**src/rtl/wav_play_ctrl.sv**
```systemverilog
// WAV playback sequencer: fetches source words into the header parser, buffers the
// parser's samples in a FIFO and releases them at the sample rate from a phase accumulator.
module wav_play_ctrl #(
    parameter int SYS_CLK    = 50_000_000,
    parameter int FIFO_DEPTH = 16,
    parameter int ADDR_W     = 24
) (
    input  logic              clk,
    input  logic              rstn,
    input  logic              start,
    input  logic              stop,
    output logic              rd_req,
    output logic [ADDR_W-1:0] rd_addr,
    input  logic              rd_valid,
    input  logic [15:0]       rd_data,
    output logic              par_rstn,
    output logic              par_en,
    output logic [15:0]       par_data,
    input  logic              par_outen,
    input  logic [15:0]       par_out,
    input  logic              par_error,
    input  logic [31:0]       par_sample_rate,
    input  logic [31:0]       par_data_size,
    output logic              smp_tick,
    output logic [15:0]       smp_data,
    output logic              busy,
    output logic              done,
    output logic              err,
    output logic [15:0]       underruns
);
    localparam int AW = $clog2(FIFO_DEPTH);
    typedef logic [AW-1:0] ptr_t;
    typedef logic [AW:0]   cnt_t;
    typedef logic [33:0]   sum_t;
    localparam sum_t SYS_W    = sum_t'(SYS_CLK);
    localparam cnt_t CNT_LIM  = cnt_t'(FIFO_DEPTH - 2);
    localparam cnt_t CNT_FULL = cnt_t'(FIFO_DEPTH);

    localparam logic [2:0] S_IDLE   = 3'd0;
    localparam logic [2:0] S_PRST   = 3'd1;
    localparam logic [2:0] S_HEADER = 3'd2;
    localparam logic [2:0] S_STREAM = 3'd3;
    localparam logic [2:0] S_DRAIN  = 3'd4;
    localparam logic [2:0] S_ERR    = 3'd5;

    logic [2:0]        state_q, state_d;
    logic [ADDR_W-1:0] addr_q, addr_d;
    logic              outst_q, outst_d, rd_req_q, rd_req_d;
    logic              par_en_q, par_en_d, cap_q, cap_d;
    logic [15:0]       par_data_q, par_data_d;
    ptr_t              wr_ptr_q, wr_ptr_d, rd_ptr_q, rd_ptr_d;
    cnt_t              cnt_q, cnt_d;
    logic [31:0]       words_left_q, words_left_d;
    logic [32:0]       acc_q, acc_d;
    logic              smp_tick_q, smp_tick_d;
    logic [15:0]       smp_data_q, smp_data_d, underruns_q, underruns_d;
    logic              err_q, err_d, done_q, done_d;
    logic [15:0]       mem [FIFO_DEPTH];

    logic rd_ok, err_hit, accept, push, pop, pacing, tick, start_go, rate_bad;
    sum_t sum;

    always_comb begin
        state_d      = state_q;
        addr_d       = addr_q;
        outst_d      = outst_q;
        rd_req_d     = 1'b0;
        par_en_d     = 1'b0;
        par_data_d   = par_data_q;
        cap_d        = par_en_q;
        wr_ptr_d     = wr_ptr_q;
        rd_ptr_d     = rd_ptr_q;
        cnt_d        = cnt_q;
        words_left_d = words_left_q;
        acc_d        = acc_q;
        smp_tick_d   = 1'b0;
        smp_data_d   = smp_data_q;
        underruns_d  = underruns_q;
        err_d        = err_q;
        done_d       = 1'b0;

        start_go = start && !stop;
        rd_ok    = rd_valid && outst_q;
        rate_bad = (par_sample_rate == 32'd0) || (par_sample_rate > 32'(SYS_CLK));
        // The parser reset cycle can still show a stale error, so only live states count it.
        err_hit  = par_error && (state_q == S_HEADER || state_q == S_STREAM || state_q == S_DRAIN);
        accept   = (state_q == S_HEADER) || (state_q == S_STREAM && words_left_q != '0);
        push     = cap_q && par_outen && accept && (cnt_q != CNT_FULL);
        pacing   = (state_q == S_STREAM || state_q == S_DRAIN) && !stop && !err_hit;
        sum      = sum_t'(acc_q) + sum_t'(par_sample_rate);
        tick     = pacing && (sum >= SYS_W);
        pop      = tick && (cnt_q != '0);

        if (rd_ok) begin
            par_en_d   = 1'b1;
            par_data_d = rd_data;
            addr_d     = addr_q + ADDR_W'(1);
            outst_d    = 1'b0;
        end
        // Two free slots: one for a word still in the parser pipe, one for this read.
        if (accept && !outst_q && cnt_q <= CNT_LIM && !err_hit && !stop) begin
            rd_req_d = 1'b1;
            outst_d  = 1'b1;
        end

        if (push) wr_ptr_d = wr_ptr_q + ptr_t'(1);
        if (pop)  rd_ptr_d = rd_ptr_q + ptr_t'(1);
        cnt_d = cnt_q + cnt_t'(push) - cnt_t'(pop);

        if (pacing) acc_d = tick ? 33'(sum - SYS_W) : sum[32:0];
        if (tick) begin
            smp_tick_d = 1'b1;
            smp_data_d = pop ? mem[rd_ptr_q] : 16'h0000;
            if (!pop && underruns_q != 16'hFFFF) underruns_d = underruns_q + 16'd1;
        end

        case (state_q)
            S_IDLE, S_ERR: begin
                if (start_go) begin
                    state_d      = S_PRST;
                    addr_d       = '0;
                    outst_d      = 1'b0;
                    par_en_d     = 1'b0;
                    cap_d        = 1'b0;
                    wr_ptr_d     = '0;
                    rd_ptr_d     = '0;
                    cnt_d        = '0;
                    words_left_d = '0;
                    acc_d        = '0;
                    underruns_d  = '0;
                    err_d        = 1'b0;
                end
            end
            S_PRST: state_d = S_HEADER;
            S_HEADER: begin
                if (push) begin
                    words_left_d = (par_data_size >> 1) - 32'd1;
                    if ((par_data_size >> 1) == 32'd0) words_left_d = '0;
                    state_d = rate_bad ? S_ERR : S_STREAM;
                    err_d   = err_q | rate_bad;
                end
            end
            S_STREAM: begin
                if (push) words_left_d = words_left_q - 32'd1;
                if (words_left_q == '0) state_d = S_DRAIN;
            end
            S_DRAIN: begin
                if (cnt_q == '0 && !tick) begin
                    done_d  = 1'b1;
                    state_d = S_IDLE;
                end
            end
            default: state_d = S_IDLE;
        endcase

        if (err_hit) begin
            state_d = S_ERR;
            err_d   = 1'b1;
            done_d  = 1'b0;
        end
        if (stop) begin
            state_d  = S_IDLE;
            wr_ptr_d = '0;
            rd_ptr_d = '0;
            cnt_d    = '0;
            outst_d  = 1'b0;
            par_en_d = 1'b0;
            cap_d    = 1'b0;
            done_d   = 1'b0;
        end
    end

    always_ff @(posedge clk) begin
        if (push) mem[wr_ptr_q] <= par_out;
    end

    always_ff @(posedge clk or negedge rstn) begin
        if (!rstn) begin
            state_q      <= S_IDLE;
            addr_q       <= '0;
            outst_q      <= 1'b0;
            rd_req_q     <= 1'b0;
            par_en_q     <= 1'b0;
            par_data_q   <= '0;
            cap_q        <= 1'b0;
            wr_ptr_q     <= '0;
            rd_ptr_q     <= '0;
            cnt_q        <= '0;
            words_left_q <= '0;
            acc_q        <= '0;
            smp_tick_q   <= 1'b0;
            smp_data_q   <= '0;
            underruns_q  <= '0;
            err_q        <= 1'b0;
            done_q       <= 1'b0;
        end else begin
            state_q      <= state_d;
            addr_q       <= addr_d;
            outst_q      <= outst_d;
            rd_req_q     <= rd_req_d;
            par_en_q     <= par_en_d;
            par_data_q   <= par_data_d;
            cap_q        <= cap_d;
            wr_ptr_q     <= wr_ptr_d;
            rd_ptr_q     <= rd_ptr_d;
            cnt_q        <= cnt_d;
            words_left_q <= words_left_d;
            acc_q        <= acc_d;
            smp_tick_q   <= smp_tick_d;
            smp_data_q   <= smp_data_d;
            underruns_q  <= underruns_d;
            err_q        <= err_d;
            done_q       <= done_d;
        end
    end

    assign rd_req    = rd_req_q;
    assign rd_addr   = addr_q;
    assign par_rstn  = (state_q != S_PRST);
    assign par_en    = par_en_q;
    assign par_data  = par_data_q;
    assign smp_tick  = smp_tick_q;
    assign smp_data  = smp_data_q;
    assign busy      = (state_q == S_HEADER) || (state_q == S_STREAM) || (state_q == S_DRAIN);
    assign done      = done_q;
    assign err       = err_q;
    assign underruns = underruns_q;
endmodule

```
**config.mk**
```make
export PLATFORM = sky130hd
export DESIGN_NAME = wav_play_ctrl
export DESIGN_NICKNAME = d
export VERILOG_FILES = /design/src/rtl/wav_play_ctrl.sv
export SDC_FILE = /design/constraint.sdc
export NUM_CORES = 1
export LEC_CHECK = 0
export BUFFER_PORTS_ARGS = -buffer_cell sky130_fd_sc_hd__buf_2
export CAP_MARGIN = 30
export CORE_MARGIN = 4
export CORE_UTILIZATION = 50
export CTS_CLUSTER_SIZE = 30
export DETAILED_ROUTE_END_ITERATION = 10
export PLACE_DENSITY = 0.78
export SYNTH_ARGS = -nofsm -noshare
export SYNTH_HDL_FRONTEND = slang
export SYNTH_SLANG_ARGS = --single-unit
```
**constraint.sdc**
```tcl
create_clock -name clk -period 4.69 [get_ports clk]
set_input_delay 0.938 -clock clk [delete_from_list [all_inputs] [get_ports clk]]
set_output_delay 0.938 -clock clk [all_outputs]
set_load 0.02 [all_outputs]
```
; ---- Word level (Yosys, flattened, before mapping)
; Memories as Yosys holds them, arrays and structs flattened.
; Cells that the tools add are included.
[totals]
ff_bits = 160
in_bits = 103
output_inout_bits = 79
ram_bits = 256
memories = 1
[mem_list]
columns = name, depth, word_bits, rd, rd_clocked_by_memory_dff, write_ports, line_no
row1 = mem, 16, 16, 1, 0, 1, 58  ; logic [15:0] mem [FIFO_DEPTH];
[classes]
addsub = 10
n_reduce_logical = 40
bitwise_logic = 1
n_mux = 60
eq_ne = 17
magnitude_cmp = 3
[op_table]
columns = operator, n
row1 = 33-bit 2-to-1 mux, 4
row2 = 32-bit 2-to-1 mux, 4
row3 = 32-bit logical NOT, 3
row4 = 32-bit one-hot mux with 3 select lines, 1
row5 = 16-bit 2-to-1 mux, 5
row6 = 24-bit 2-to-1 mux, 3
row7 = 33-bit by 32-bit adder with 34-bit output, 1
row8 = "34-bit by 26-bit greater-or-equal comparator with 1-bit output, second input constant", 1
row9 = "33-bit by 26-bit subtractor with 33-bit output, second input constant", 1
row10 = "32-bit by 26-bit > comparator with 1-bit output, second input constant", 1
row11 = 4-bit 2-to-1 mux, 8
row12 = 32-bit nonzero test, 1
row13 = "31-bit by 1-bit subtractor with 32-bit output, second input constant", 1
row14 = "32-bit by 1-bit subtractor with 32-bit output, second input constant", 1
row15 = "24-bit by 1-bit adder with 24-bit output, second input constant", 1
row16 = 1-bit 2-to-1 mux, 23
row17 = 3-bit 2-to-1 mux, 7
row18 = 1-bit logical AND, 17
row19 = "16-bit by 1-bit adder with 16-bit output, second input constant", 1
row20 = "16-bit inequality test, second input constant", 1
row21 = 5-bit 2-to-1 mux, 3
row22 = 3-bit one-hot mux with 5 select lines, 1
row23 = "4-bit inequality test, second input constant", 3
row24 = "4-bit by 1-bit adder with 4-bit output, second input constant", 2
row25 = 22 further kinds, 37

; ---- Logic depth before layout (Yosys ltp)
; Gate-level depths: netlist of run 1.
[depth]
depth_word = 14
mapped_depth = 24
ltp_nobuf = 23

; ---- Worst setup path before layout of run 1
; No wires, ideal clock.
[synth_timing]
path_type = input to register
from = in par_sample_rate[0]
to = reg cnt_q[4]
cell_stages = 24
slack_ns = -0.561
path_buffers = 1
setup_ns = 0.132
t_arrival_ns = 5.119
cell_sequence = ha_1 -> fa_1 -> a211oi_1 -> o211ai_1 -> a21oi_2 -> o21bai_1 -> o21ai_0 -> nor2_1 -> nor4b_2 -> o311ai_1 -> a31o_2 -> buf_6 -> nor2_1 -> ha_1 -> inv_1 -> ha_1 -> inv_1 -> fa_1 -> inv_1 -> a21oi_1 -> nor2_1 -> nor2_1 -> xor2_1 -> nor2_1
[synth_between]
elab_chain_cells = 8
[synth_lines]
columns = element, line_no
row1 = from (decl), 22  ; input logic [31:0] par_sample_rate,
row2 = 33-bit by 32-bit adder with 34-bit output (*), 90  ; sum = sum_t'(acc_q) + sum_t'(par_sample_rate);
row3 = 34-bit by 26-bit greater-or-equal comparator with 1-bit output (*), 91  ; tick = pacing && (sum >= SYS_W);
row4 = 1-bit logical AND (*), 91
row5 = 1-bit logical AND (*), 92  ; pop = tick && (cnt_q != '0);
row6 = 5-bit by 1-bit subtractor with 5-bit output (*), 108  ; cnt_d = cnt_q + cnt_t'(push) - cnt_t'(pop);
row7 = 5-bit 2-to-1 mux, 119  ; if (start_go) begin
row8 = 5-bit 2-to-1 mux (*), 117  ; case (state_q)
row9 = 5-bit 2-to-1 mux (*), 161  ; if (stop) begin
row10 = named net cnt_d[4], 52  ; cnt_t cnt_q, cnt_d;
row11 = to (signal assigned), 206  ; cnt_q <= cnt_d;
row12 = to (decl), 52
; Mark *: on every way through the listed nets, which the timed path passes. The rest lies on a longest branch.
; A chain may end at the register's enable or synchronous reset.

; ---- Worst setup path in the final report of run 1
; Ends and elaborated chain as after synthesis.

==> results of run 1 <==
-- stage by stage --
| step | setup TNS, ns | power (mW) | setup slack [ns] | util | hold slack, ns |
|---|---|---|---|---|---|
| CTS | 0 | 12.5 | 0.0272 | 0.613 | 0.472 |
| global placement | -2.67 | 8.83 | -0.475 | 0.576 | 0.452 |
| floorplan | -0.304 | 7.39 | -0.235 | - | 0.457 |
| global route | -0.176 | 13.2 | -0.176 | 0.619 | 0.146 |
| finish | 0 | 12.5 | 0.0167 | 0.619 | 0.160 |
| detailed placement | -5.06 | 8.96 | -0.578 | 0.578 | 0.456 |
-- per-layer routing --
| metal | track usage | wire length (um) |
|---|---|---|
| met5 | 0 | 34 |
| met4 | 0.0671 | 1380 |
| met3 | 0.0338 | 3700 |
| met2 | 0.414 | 28200 |
| met1 | 0.320 | 22000 |
-- flip-flops by register name, indices dropped and copies added, names as in the netlist --
register / cells
acc_q: 33
cap_q: 1
cnt_q: 5
done: 1
err: 1
mem: 256
outst_q: 1
par_data: 16
par_en: 1
rd_addr: 24
rd_ptr_q: 4
rd_req: 1
smp_data: 16
smp_tick: 1
state_q: 3
underruns: 16
words_left_q: 32
wr_ptr_q: 4
-- layout by cell type (no fill, tap or decap), types with 18 or more instances in the layout --
| cell type | synthesis | routed |
|---|---|---|
| nand3_1 | 33 | 33 |
| xor2_1 | 47 | 47 |
| nand2_1 | 201 | 199 |
| o21ai_0 | 93 | 91 |
| dfrtp_1 | 160 | 158 |
| ha_1 | 52 | 41 |
| and3_1 | 19 | 19 |
| a22o_1 | 25 | 25 |
| or3_1 | 18 | 18 |
| xnor2_1 | 63 | 62 |
| mux4_2 | 80 | 80 |
| buf_2 | 10 | 179 |
| nand2b_1 | 24 | 24 |
| buf_4 | 4 | 185 |
| edfxtp_1 | 256 | 256 |
| nor2_1 | 126 | 124 |
| a21oi_1 | 87 | 82 |
| nor3_1 | 47 | 46 |
| inv_1 | 29 | 26 |
| clkbuf_16 | 0 | 44 |
| nor4_1 | 28 | 22 |
-- area by class of cell --
type	instances	area (um^2)	area share
clock inverters	21	269	0.0106
inverters	29	109	0.00429
well taps	532	666	0.0262
clock buffers	54	1160	0.0456
diodes	3	7.51	0.000296
flip-flops and latches	416	11700	0.461
repair buffers	379	2490	0.0983
multi-input cells	1178	8990	0.354
-- power by group through the flow --
stage / Clock (mW) / Sequential [mW] / Combinational, mW
2_1_floorplan: 0 / 4.73 / 2.65
3_3_place_gp: 0 / 4.65 / 4.18
3_5_place_dp: 0 / 4.66 / 4.29
4_1_cts: 3.51 / 4.60 / 4.34
5_1_grt: 3.67 / 4.65 / 4.88
6_report: 3.46 / 4.61 / 4.46
-- critical path: cells and delay by family --
kind                       cells  cell delay, ns
AOI/OAI and AO/OA              8            1.66
xor gates and xnor gates       1            0.15
adders and majority gates      5            1.25
buffers and inverters          4            0.24
and+or+nand+nor                6            0.79
-- worst paths after layout --
path / start / end / cells after the start / slack [ns]
max reg2reg: acc_q[0] / cnt_q[4] / 23 / 0.08
max in group asynchronous: rstn / cnt_q[1] / 3 / 3.47
min in group clk: par_data[9] / par_data[9] / 2 / 0.47
min: rstn / words_left_q[7] / 1 / 0.16
min reg2reg: par_data[9] / par_data[9] / 2 / 0.47
max: par_sample_rate[0] / cnt_q[4] / 24 / 0.02
-- logic make-up after synthesis --
| logic type | after synthesis |
|---|---|
| xor gates and xnor gates | 112 |
| buffers and inverters | 109 |
| adders and majority gates | 54 |
| AOI/OAI and AO/OA | 340 |
| and+or+nand+nor | 586 |
| DFF | 416 |
| muxes | 86 |
-- repair_timing --
action | CTS | global route
setup buffers | 1 | 7
pin swaps | 5 | 22
resized for setup | 3 | 21
setup endpoints to repair | 1 | 2
==> results by group, run 1 <==
Power and ir drop
  – Sw frac: 0.339
  – Int Pwr: 8.29 mW
  – Pwr per Cell Area: 494 mW/mm^2
  – Comb power frac: 0.356
  – Leakage: 10.0 nW
  – Clock share of power: 0.276
  – Seq pwr share: 0.368
  – Peak supply drop: 0.352 mV
  – Switch Pwr: 4.24 mW

Synth
  – Largest family of logic cells by synthesized area: simple AND/OR/NAND/NOR gates
  – Syn Nets: 1860
  – Top cell type's share of synthesized area: 0.369
  – Top-count cell post-synth: edfxtp_1
  – Mapped cell area: 0.0208 mm^2
  – Post-synth EDFFs: 256
  – Seq cells post-synth: 416
  – Synth area leader: edfxtp_1
  – Post-synth ARST share: 0.385
  – Mapped Cells: 1703
  – Simple-gate area share of the yosys netlist: 0.139
  – Largest cells by area after synthesis: edfxtp_1 37%, dfrtp_1 19%, mux4_2 8.6%, nand2_1 3.6%, ha_1 3.1%
  – Compound-Gate Fraction of Synth Area: 0.106
  – Adder-Cell Fraction of Synth Area: 0.0332
  – Avg Inst Size Synth: 12.2 um^2
  – Yosys warns: 0
  – Top cells by count, synth: 256 x edfxtp_1, 201 x nand2_1, 160 x dfrtp_1
  – Mux share of post-synthesis cell area: 0.0894
  – Seq/Total Area, Yosys: 0.561
  – Xor and xnor area share after synthesis: 0.0478
  – Top FF cell, synth: edfxtp_1
  – Synth unique cells: 96

Setup path
  – Crit path cell chain: buf_8 > ha_4 > fa_2 > a211oi_4 > o211ai_1 > a21oi_2 > o21bai_2 > o21ai_2 > nor2_4 > nor4b_4 > o311ai_4 > a31o_4 > nor2_4 > ha_4 > inv_2 > ha_4 > inv_2 > fa_2 > inv_2 > a21oi_2 > nor2_1 > nor2_1 > xor2_1 > nor2_1
  – Max stage delay on crit path: 0.41 ns
  – Crit Path Category: in -> reg
  – WP data required: 5.09 ns
  – Slowest-stage cell, CP: fa_2
  – Crit end category: flop
  – Crit-path max FO: 4
  – Startpoint types: input pin
  – Crit path DAT: 5.07 ns

Clocking
  – CTS tree: built
  – Clock Path Buffers: 3
  – Clock-pin slew of the registers on the worst-case setup and hold paths: 0.07 ns
  – Root buffer cell: clkbuf_16
  – Clock Latency Late Sink: 0.54 ns
  – H-tree levels: 2
  – CTS buffer count: 42
  – Clock Sinks: 416
  – Cts hold-fix bufs: 0

Floorplanning
  – # IOs: 182
  – Die height: 212 um
  – Row count: 74
  – Starting density of the core: 0.508
  – Placeable Area: 0.0410 mm^2
  – Die ar.: 0.0450 mm^2
  – Die W: 212 um

Placement
  – Post-DP HPWL: 37.2 mm
  – Gpl congestion: 0.928
  – Placed Cells incl. Taps: 2519
  – Port Buf Inserts: 180
  – Placed inst area: 0.0237 mm^2

STA
  – Setup-failing EPs final: 0
  – Fmax: 214 MHz
  – Clock period minus worst slack: 4.67 ns
  – Worst-Margin Slew: 1.02 ns
  – Fin crit share: 0.996
  – RSZ-0062 raised after global routing: yes
  – Final hold violation count: 0
  – Final Max Slew Viols: 0
  – Clock Skew: 0.0149 ns
  – Relative slew slack: 0.314

Finish
  – Post-Layout Cell Count: 2612
  – Post-route cell area: 0.0254 mm^2
  – Final nets: 2203
  – Fillcell total: 3082
  – Layout area overhead: 21.9%
  – Layout cell share with drive strength beyond 1: 0.292

Hold path
  – Worst min path class: in -> async

Global routing
  – Total global-route track usage: 0.240
  – Global-route wire length before repair: 85.2 mm
  – Initial antenna violation count: 6
  – GRT overflow: 0
  – Largest net degree at the start of global routing: 96
  – Number of global-route vias before repair: 15461

Drt
  – Antenna Nets Post-Route: 0
  – Routed vias: 15613
  – Total Wirelength: 55.4 mm
  – Iter 0 DRT Violations: 1496
  – Vias per Instance: 5.98
  – Wirelength per Cell: 21.2 um
  – DR DRC count: 0
  – Pre-antenna DRT Iters: 5

Outcome
  – Status: finished clean

Job
  – Max-cap violations: 0
Note: power is estimated with default switching activity, not from simulation.
==> inputs of run 2 (changes only) <==
PLACE_DENSITY = 0.76   (was 0.78)
clock period = 4.3 ns   (was 4.69 ns; I/O delays follow)
==> run 2 against run 1 <==
The flow now finishes with violations (setup timing). Via count is 0.42% higher. Cell count is 0.73% higher. Die area stayed put. Critical endpoint unchanged. Utilization is 0.51 points higher. Clock skew is 0.0067 ns higher. Hold slack worse by 0.082 ns. Final area is 0.83% higher. Clock-buffer cell count is 7 higher. Sequential cell count stayed put. Largest cell class unchanged. Critical path depth is 1 higher.
==> results by group, run 2 (synthesis results as in run 1) <==
Clocking
  – Clock Latency Late Sink: 0.56 ns (was 0.54 ns)
  – CTS tree: built (unchanged)
  – H-tree levels: 2 (unchanged)
  – Clock Sinks: 416 (unchanged)
  – CTS buffer count: 42 (unchanged)
  – Clock-pin slew of the registers on the worst-case setup and hold paths: 0.06 ns (was 0.07 ns)
  – Root buffer cell: clkbuf_16 (unchanged)
  – Clock Path Buffers: 3 (unchanged)

Setup path
  – CP delay by family, top: compound AO/OA/AOI/OAI gates (unchanged)
  – WP data required: 4.72 ns (was 5.09 ns)
  – Reg2reg end: cnt_q[4] (unchanged)
  – Crit end category: flop (unchanged)
  – Crit-path max FO: 3 (was 4)
  – Crit Path Category: in -> reg (unchanged)
  – Reg-to-reg startpoint: acc_q[0] (unchanged)
  – Crit path DAT: 4.83 ns (was 5.07 ns)
  – Startpoint types: input pin (unchanged)
  – Max stage delay on crit path: 0.37 ns (was 0.41 ns)
  – Register-to-register setup slack: -0.10 ns (was 0.08 ns)
  – Crit path buf inv count: 5 (was 4)
  – Slowest-stage cell, CP: fa_2 (unchanged)
  – R2R cell count: 24 (was 23)

Floorplanning
  – # IOs: 182 (unchanged)
  – Die ar.: 0.0450 mm^2 (unchanged)
  – Die W: 212 um (unchanged)
  – Starting density of the core: 0.508 (unchanged)
  – Placeable Area: 0.0410 mm^2 (unchanged)
  – Row count: 74 (unchanged)
  – Die height: 212 um (unchanged)

STA
  – Clock Skew: 0.0216 ns (was 0.0149 ns)
  – Clock period minus worst slack: 4.42 ns
  – Setup-failing EPs final: 1 (was 0)
  – Hold Slack: 0.0782 ns (was 0.160 ns)
  – Final hold violation count: 0 (unchanged)
  – Post-layout worst setup margin: -0.118 ns (was 0.0167 ns)
  – Fmax: 226 MHz
  – RSZ-0062 raised after global routing: yes (unchanged)
  – Fin crit share: 1.03
  – Worst-Margin Slew: 0.968 ns (was 1.02 ns)
  – Final Max Slew Viols: 0 (unchanged)
  – Relative slew slack: 0.355 (was 0.314)

Global routing
  – GRT overflow: 0 (unchanged)
  – Global-route wire length before repair: 86.5 mm (was 85.2 mm)
  – Number of global-route vias before repair: 15568 (was 15461)
  – Largest net degree at the start of global routing: 94 (was 96)
  – Total global-route track usage: 0.244 (was 0.240)
  – Initial antenna violation count: 2 (was 6)

Finish
  – Largest register FFs: 256 (unchanged)
  – Layout cell share with drive strength beyond 1: 0.301 (was 0.292)
  – Leading cell type in the layout, fill and taps excluded: edfxtp_1 (unchanged)
  – Final nets: 2224 (was 2203)
  – Biggest register: mem (unchanged)
  – Commonest cells after routing, fill and taps aside: 256 x edfxtp_1, 210 x buf_4, 200 x nand2_1 (was 256 x edfxtp_1, 199 x nand2_1, 185 x buf_4)
  – Post-route cell area: 0.0256 mm^2 (was 0.0254 mm^2)
  – Top Registers: mem: 256 flops, acc_q: 33 flops, words_left_q: 32 flops (unchanged)
  – Layout area overhead: 22.9% (was 21.9%)

Placement
  – Post-DP HPWL: 38.3 mm (was 37.2 mm)
  – Port Buf Inserts: 180 (unchanged)
  – Gpl congestion: 0.918 (was 0.928)
  – Placed inst area: 0.0239 mm^2 (was 0.0237 mm^2)

Drt
  – Vias per Instance: 5.96 (was 5.98)
  – Pre-antenna DRT Iters: 5 (unchanged)
  – Wirelength per Cell: 21.1 um (was 21.2 um)
  – Total Wirelength: 55.6 mm (was 55.4 mm)
  – Routed vias: 15679 (was 15613)
  – DR DRC count: 0 (unchanged)
  – Iter 0 DRT Violations: 1275 (was 1496)
  – Antenna Nets Post-Route: 0 (unchanged)

Job
  – Max-cap violations: 0 (unchanged)

Hold path
  – Worst min path class: in -> async (unchanged)

Outcome
  – Violated checks: setup timing
  – Status: finished with violations (was finished clean)

Power and ir drop
  – Pwr per Cell Area: 540 mW/mm^2 (was 494 mW/mm^2)
  – Peak supply drop: 0.323 mV (was 0.352 mV)
  – Power Total: 13.8 mW (was 12.5 mW)
  – Leakage: 10.1 nW (was 10.0 nW)
run 2: through the flow:
step,std cells,utilization,setup WS (ns),TNS [ns]
after detailed placement,2545,0.584,-0.877,-20.23
after global routing,2630,0.624,-0.323,-0.720
after floorplan,1703,-,-0.547,-1.53
after CTS,2626,0.621,-0.140,-0.140
after global placement,2540,0.582,-0.844,-17.76
final,2631,0.624,-0.118,-0.118
run 2: where the power goes:
part	switching (mW)	internal [mW]	leakage (nW)
registers	0.346	4.65	4.47
logic	2.85	2.20	4.97
clock network	1.48	2.30	0.682
run 2: worst max path at each step:
stage,from,depth (start not counted),slack (ns),to
floorplan,par_sample_rate[11],24,-0.55,cnt_q[4]
detailed placement,par_sample_rate[0],25,-0.88,cnt_q[4]
global route,acc_q[0],24,-0.32,cnt_q[4]
global placement,par_sample_rate[0],25,-0.84,cnt_q[4]
CTS,acc_q[0],24,-0.14,cnt_q[4]
finish,par_sample_rate[0],25,-0.12,cnt_q[4]
run 2: routing by layer:
| metal | GRT usage | vias to the layer above | share of wire |
|---|---|---|---|
| li1 | - | 7154 | - |
| met1 | 0.327 | 7816 | 0.40 |
| met2 | 0.412 | 574 | 0.50 |
| met3 | 0.0415 | 133 | 0.068 |
| met4 | 0.0742 | 2 | 0.029 |
| met5 | 0 | - | 0.00032 |
run 2: layout make-up:
type / count / area (um^2)
Inverter: 29 / 109
Antenna cell: 2 / 5.00
Multi-Input combinational cell: 1178 / 9030
Clock buffer: 61 / 1160
Tap cell: 532 / 666
Timing Repair Buffer: 400 / 2680
Clock inverter: 13 / 245
Fill cell: 3068 / 15400
Sequential cell: 416 / 11700
run 2: what timing repair did:
action / CTS / global route
cloned: 0 / 0
resized for setup: 11 / 21
setup buffers: 7 / 3
pin swaps: 17 / 14
hold buffers: 0 / 0
setup endpoints to repair: 7 / 14
hold endpoints to repair: 0 / 0
run 2: worst register-to-register path, stage by stage (launching register included):
cell and delay [ns]:
dfrtp_1 0.41, ha_4 0.18, fa_2 0.37, a211oi_4 0.24, o21ai_2 0.12, a22oi_2 0.23
a2111o_1 0.23, nand2_1 0.11, xnor2_1 0.19, nor4b_4 0.26, buf_4 0.16, o311ai_4 0.12
a31o_2 0.29, nor2_4 0.14, ha_4 0.22, inv_2 0.06, ha_4 0.13, inv_2 0.03
fa_2 0.33, inv_1 0.06, a21oi_1 0.05, nor2_1 0.09, nor2_1 0.06, xor2_1 0.15
nor2_1 0.06
==> inputs of run 3 (changes only) <==
PLACE_DENSITY = not set   (was 0.76)
PLACE_DENSITY_LB_ADDON = 0.2   (was not set)
clock period = 5.3 ns   (was 4.3 ns; I/O delays follow)
==> run 3 against run 2 <==
The run now ends clean. Utilization down 2.5 points. Sequential cell count stayed put. Hold slack better by 0.39 ns. Global-route usage decreased by 1.1 points. Register-to-register slack gained 0.66 ns. Final area is 4.0% lower. Critical path type unchanged. Largest cell class unchanged. Largest power group is now sequential cells. Highest routed layer is now met4.
==> results by group, run 3 (synthesis results as in run 1) <==
STA
  – Setup-failing EPs final: 0 (was 1)
  – Worst-Margin Slew: 0.973 ns (was 0.968 ns)
  – RSZ-0062 raised after global routing: no (was yes)
  – Final Max Slew Viols: 0 (unchanged)
  – Final hold violation count: 0 (unchanged)
  – Clock Skew: 0.0209 ns (was 0.0216 ns)
  – Clock period minus worst slack: 4.98 ns
  – Relative slew slack: 0.343 (was 0.355)
  – Fin crit share: 0.939
  – Post-layout worst setup margin: 0.322 ns (was -0.118 ns)
  – Fmax: 201 MHz

Finish
  – Top Registers: mem: 256 flops, acc_q: 33 flops, words_left_q: 32 flops (unchanged)
  – Layout cell share with drive strength beyond 1: 0.250 (was 0.301)
  – Fillcell total: 3318 (was 3068)
  – Post-Layout Cell Count: 2542 (was 2631)
  – Biggest register: mem (unchanged)
  – Largest register FFs: 256 (unchanged)
  – Post-route cell area: 0.0246 mm^2 (was 0.0256 mm^2)
  – Layout area overhead: 17.9% (was 22.9%)
  – Leading cell type in the layout, fill and taps excluded: edfxtp_1 (unchanged)
  – Commonest cells after routing, fill and taps aside: 256 x edfxtp_1, 201 x nand2_1, 179 x buf_2 (was 256 x edfxtp_1, 210 x buf_4, 200 x nand2_1)
  – Final nets: 2133 (was 2224)

Job
  – Max-cap violations: 0 (unchanged)

Power and ir drop
  – Peak supply drop: 0.271 mV (was 0.323 mV)
  – Leakage: 9.62 nW (was 10.1 nW)
  – Pwr per Cell Area: 434 mW/mm^2 (was 540 mW/mm^2)

Clocking
  – Cts hold-fix bufs: 0 (unchanged)
  – CTS tree: built (unchanged)
  – H-tree levels: 2 (unchanged)
  – CTS buffer count: 44 (was 42)
  – Post-CTS Setup Inserts: 0 (was 7)
  – Clock Path Buffers: 3 (unchanged)
  – Clock-pin slew of the registers on the worst-case setup and hold paths: 0.06 ns (about the same)
  – CTS resizes: 0 (was 11)
  – Clock Latency Late Sink: 0.57 ns (was 0.56 ns)
  – Root buffer cell: clkbuf_16 (unchanged)
  – Clock Sinks: 416 (unchanged)

Placement
  – Placed Cells incl. Taps: 2461 (was 2545)
  – Post-DP HPWL: 35.6 mm (was 38.3 mm)
  – Port Buf Inserts: 180 (unchanged)
  – Placed inst area: 0.0232 mm^2 (was 0.0239 mm^2)
  – Gpl congestion: 0.893 (was 0.918)
  – Setup WS pre-CTS: -0.264 ns (was -0.877 ns)

Hold path
  – Worst min path class: reg -> reg (was in -> async)
  – Hold path start: par_data[5]

Global routing
  – Largest net degree at the start of global routing: 88 (was 94)
  – GRT overflow: 0 (unchanged)
  – Total global-route track usage: 0.233 (was 0.244)
  – Number of global-route vias before repair: 14761 (was 15568)
  – Global-route wire length before repair: 82.7 mm (was 86.5 mm)
  – Initial antenna violation count: 1 (was 2)

Setup path
  – Crit. Startpoint: par_sample_rate[0] (unchanged)
  – Startpoint types: input pin (unchanged)
  – Crit-path max FO: 3 (unchanged)
  – Crit path DAT: 5.41 ns (was 4.83 ns)
  – Reg-to-reg startpoint: acc_q[0] (unchanged)
  – Crit Path Category: in -> reg (unchanged)
  – Crit end category: flop (unchanged)
  – WP data required: 5.73 ns (was 4.72 ns)

Drt
  – Iter 0 DRT Violations: 1155 (was 1275)
  – Routed vias: 14873 (was 15679)
  – Wirelength per Cell: 20.5 um (was 21.1 um)
  – Vias per Instance: 5.85 (was 5.96)
  – DR DRC count: 0 (unchanged)
  – Total Wirelength: 52.0 mm (was 55.6 mm)
  – Antenna Nets Post-Route: 0 (unchanged)
  – Pre-antenna DRT Iters: 6 (was 5)

Outcome
  – Status: finished clean (was finished with violations)

Floorplanning
  – Die ar.: 0.0450 mm^2 (unchanged)
  – Die W: 212 um (unchanged)
  – # IOs: 182 (unchanged)
  – Placeable Area: 0.0410 mm^2 (unchanged)
  – Die height: 212 um (unchanged)
  – Row count: 74 (unchanged)
  – Starting density of the core: 0.508 (unchanged)
[run 3: worst paths after layout]
path / endpoint / slack, ns / depth (start not counted)
hold / removal: par_data[5] / 0.47 / 2
min in group asynchronous: smp_data[0] / 0.53 / 1
setup / recovery: cnt_q[4] / 0.32 / 25
setup reg to reg: cnt_q[4] / 0.56 / 24
hold reg to reg: par_data[5] / 0.47 / 2
max in group asynchronous: rd_addr[1] / 3.67 / 2
[run 3: power breakdown]
| part | leakage [nW] | switching, mW | internal, mW |
|---|---|---|---|
| clock network | 0.683 | 1.25 | 1.72 |
| logic | 4.46 | 2.10 | 1.53 |
| registers | 4.48 | 0.287 | 3.77 |
[run 3: through the flow]
step	hold slack, ns	TNS (ns)	util	power, mW
4_1_cts	0.473	0	0.599	10.7
6_report	0.470	0	0.599	10.7
3_3_place_gp	0.453	-0.304	0.561	7.65
2_1_floorplan	0.457	0	-	6.48
3_5_place_dp	0.459	-0.405	0.565	7.71
5_1_grt	0.488	0	0.599	11.3
[run 3: worst max-delay path, cell delays in order]
cell and delay [ns]:
buf_2 0.10, ha_1 0.22, fa_1 0.40, a211oi_1 0.31
o211ai_1 0.17, a21oi_2 0.23, buf_4 0.15, o21ai_1 0.12
a31oi_1 0.21, xnor2_1 0.10, a221o_1 0.31, nor3_1 0.32
a31o_2 0.25, nor2_2 0.06, ha_1 0.29, inv_1 0.06
ha_1 0.16, inv_1 0.05, fa_1 0.37, inv_1 0.07
a21oi_1 0.05, nor2_1 0.08, nor2_1 0.05, xor2_1 0.13
nor2_1 0.06
[run 3: area by class of cell]
class / instances / area, um^2 / area share
Antenna cell: 1 / 2.50 / 0.000102
Clock buffer: 59 / 1180 / 0.0479
Clock inverter: 20 / 213 / 0.00866
Inverter: 29 / 109 / 0.00443
Multi-Input combinational cell: 1178 / 8740 / 0.356
Sequential cell: 416 / 11700 / 0.476
Tap cell: 532 / 666 / 0.0271
Timing Repair Buffer: 307 / 1970 / 0.0803
[run 3: per-layer routing]
metal	up-vias	wire, um	track usage
li1	6990	-	-
met1	7386	22400	0.331
met2	407	25200	0.381
met3	90	3020	0.0325
met4	0	1400	0.0691
met5	-	0	0
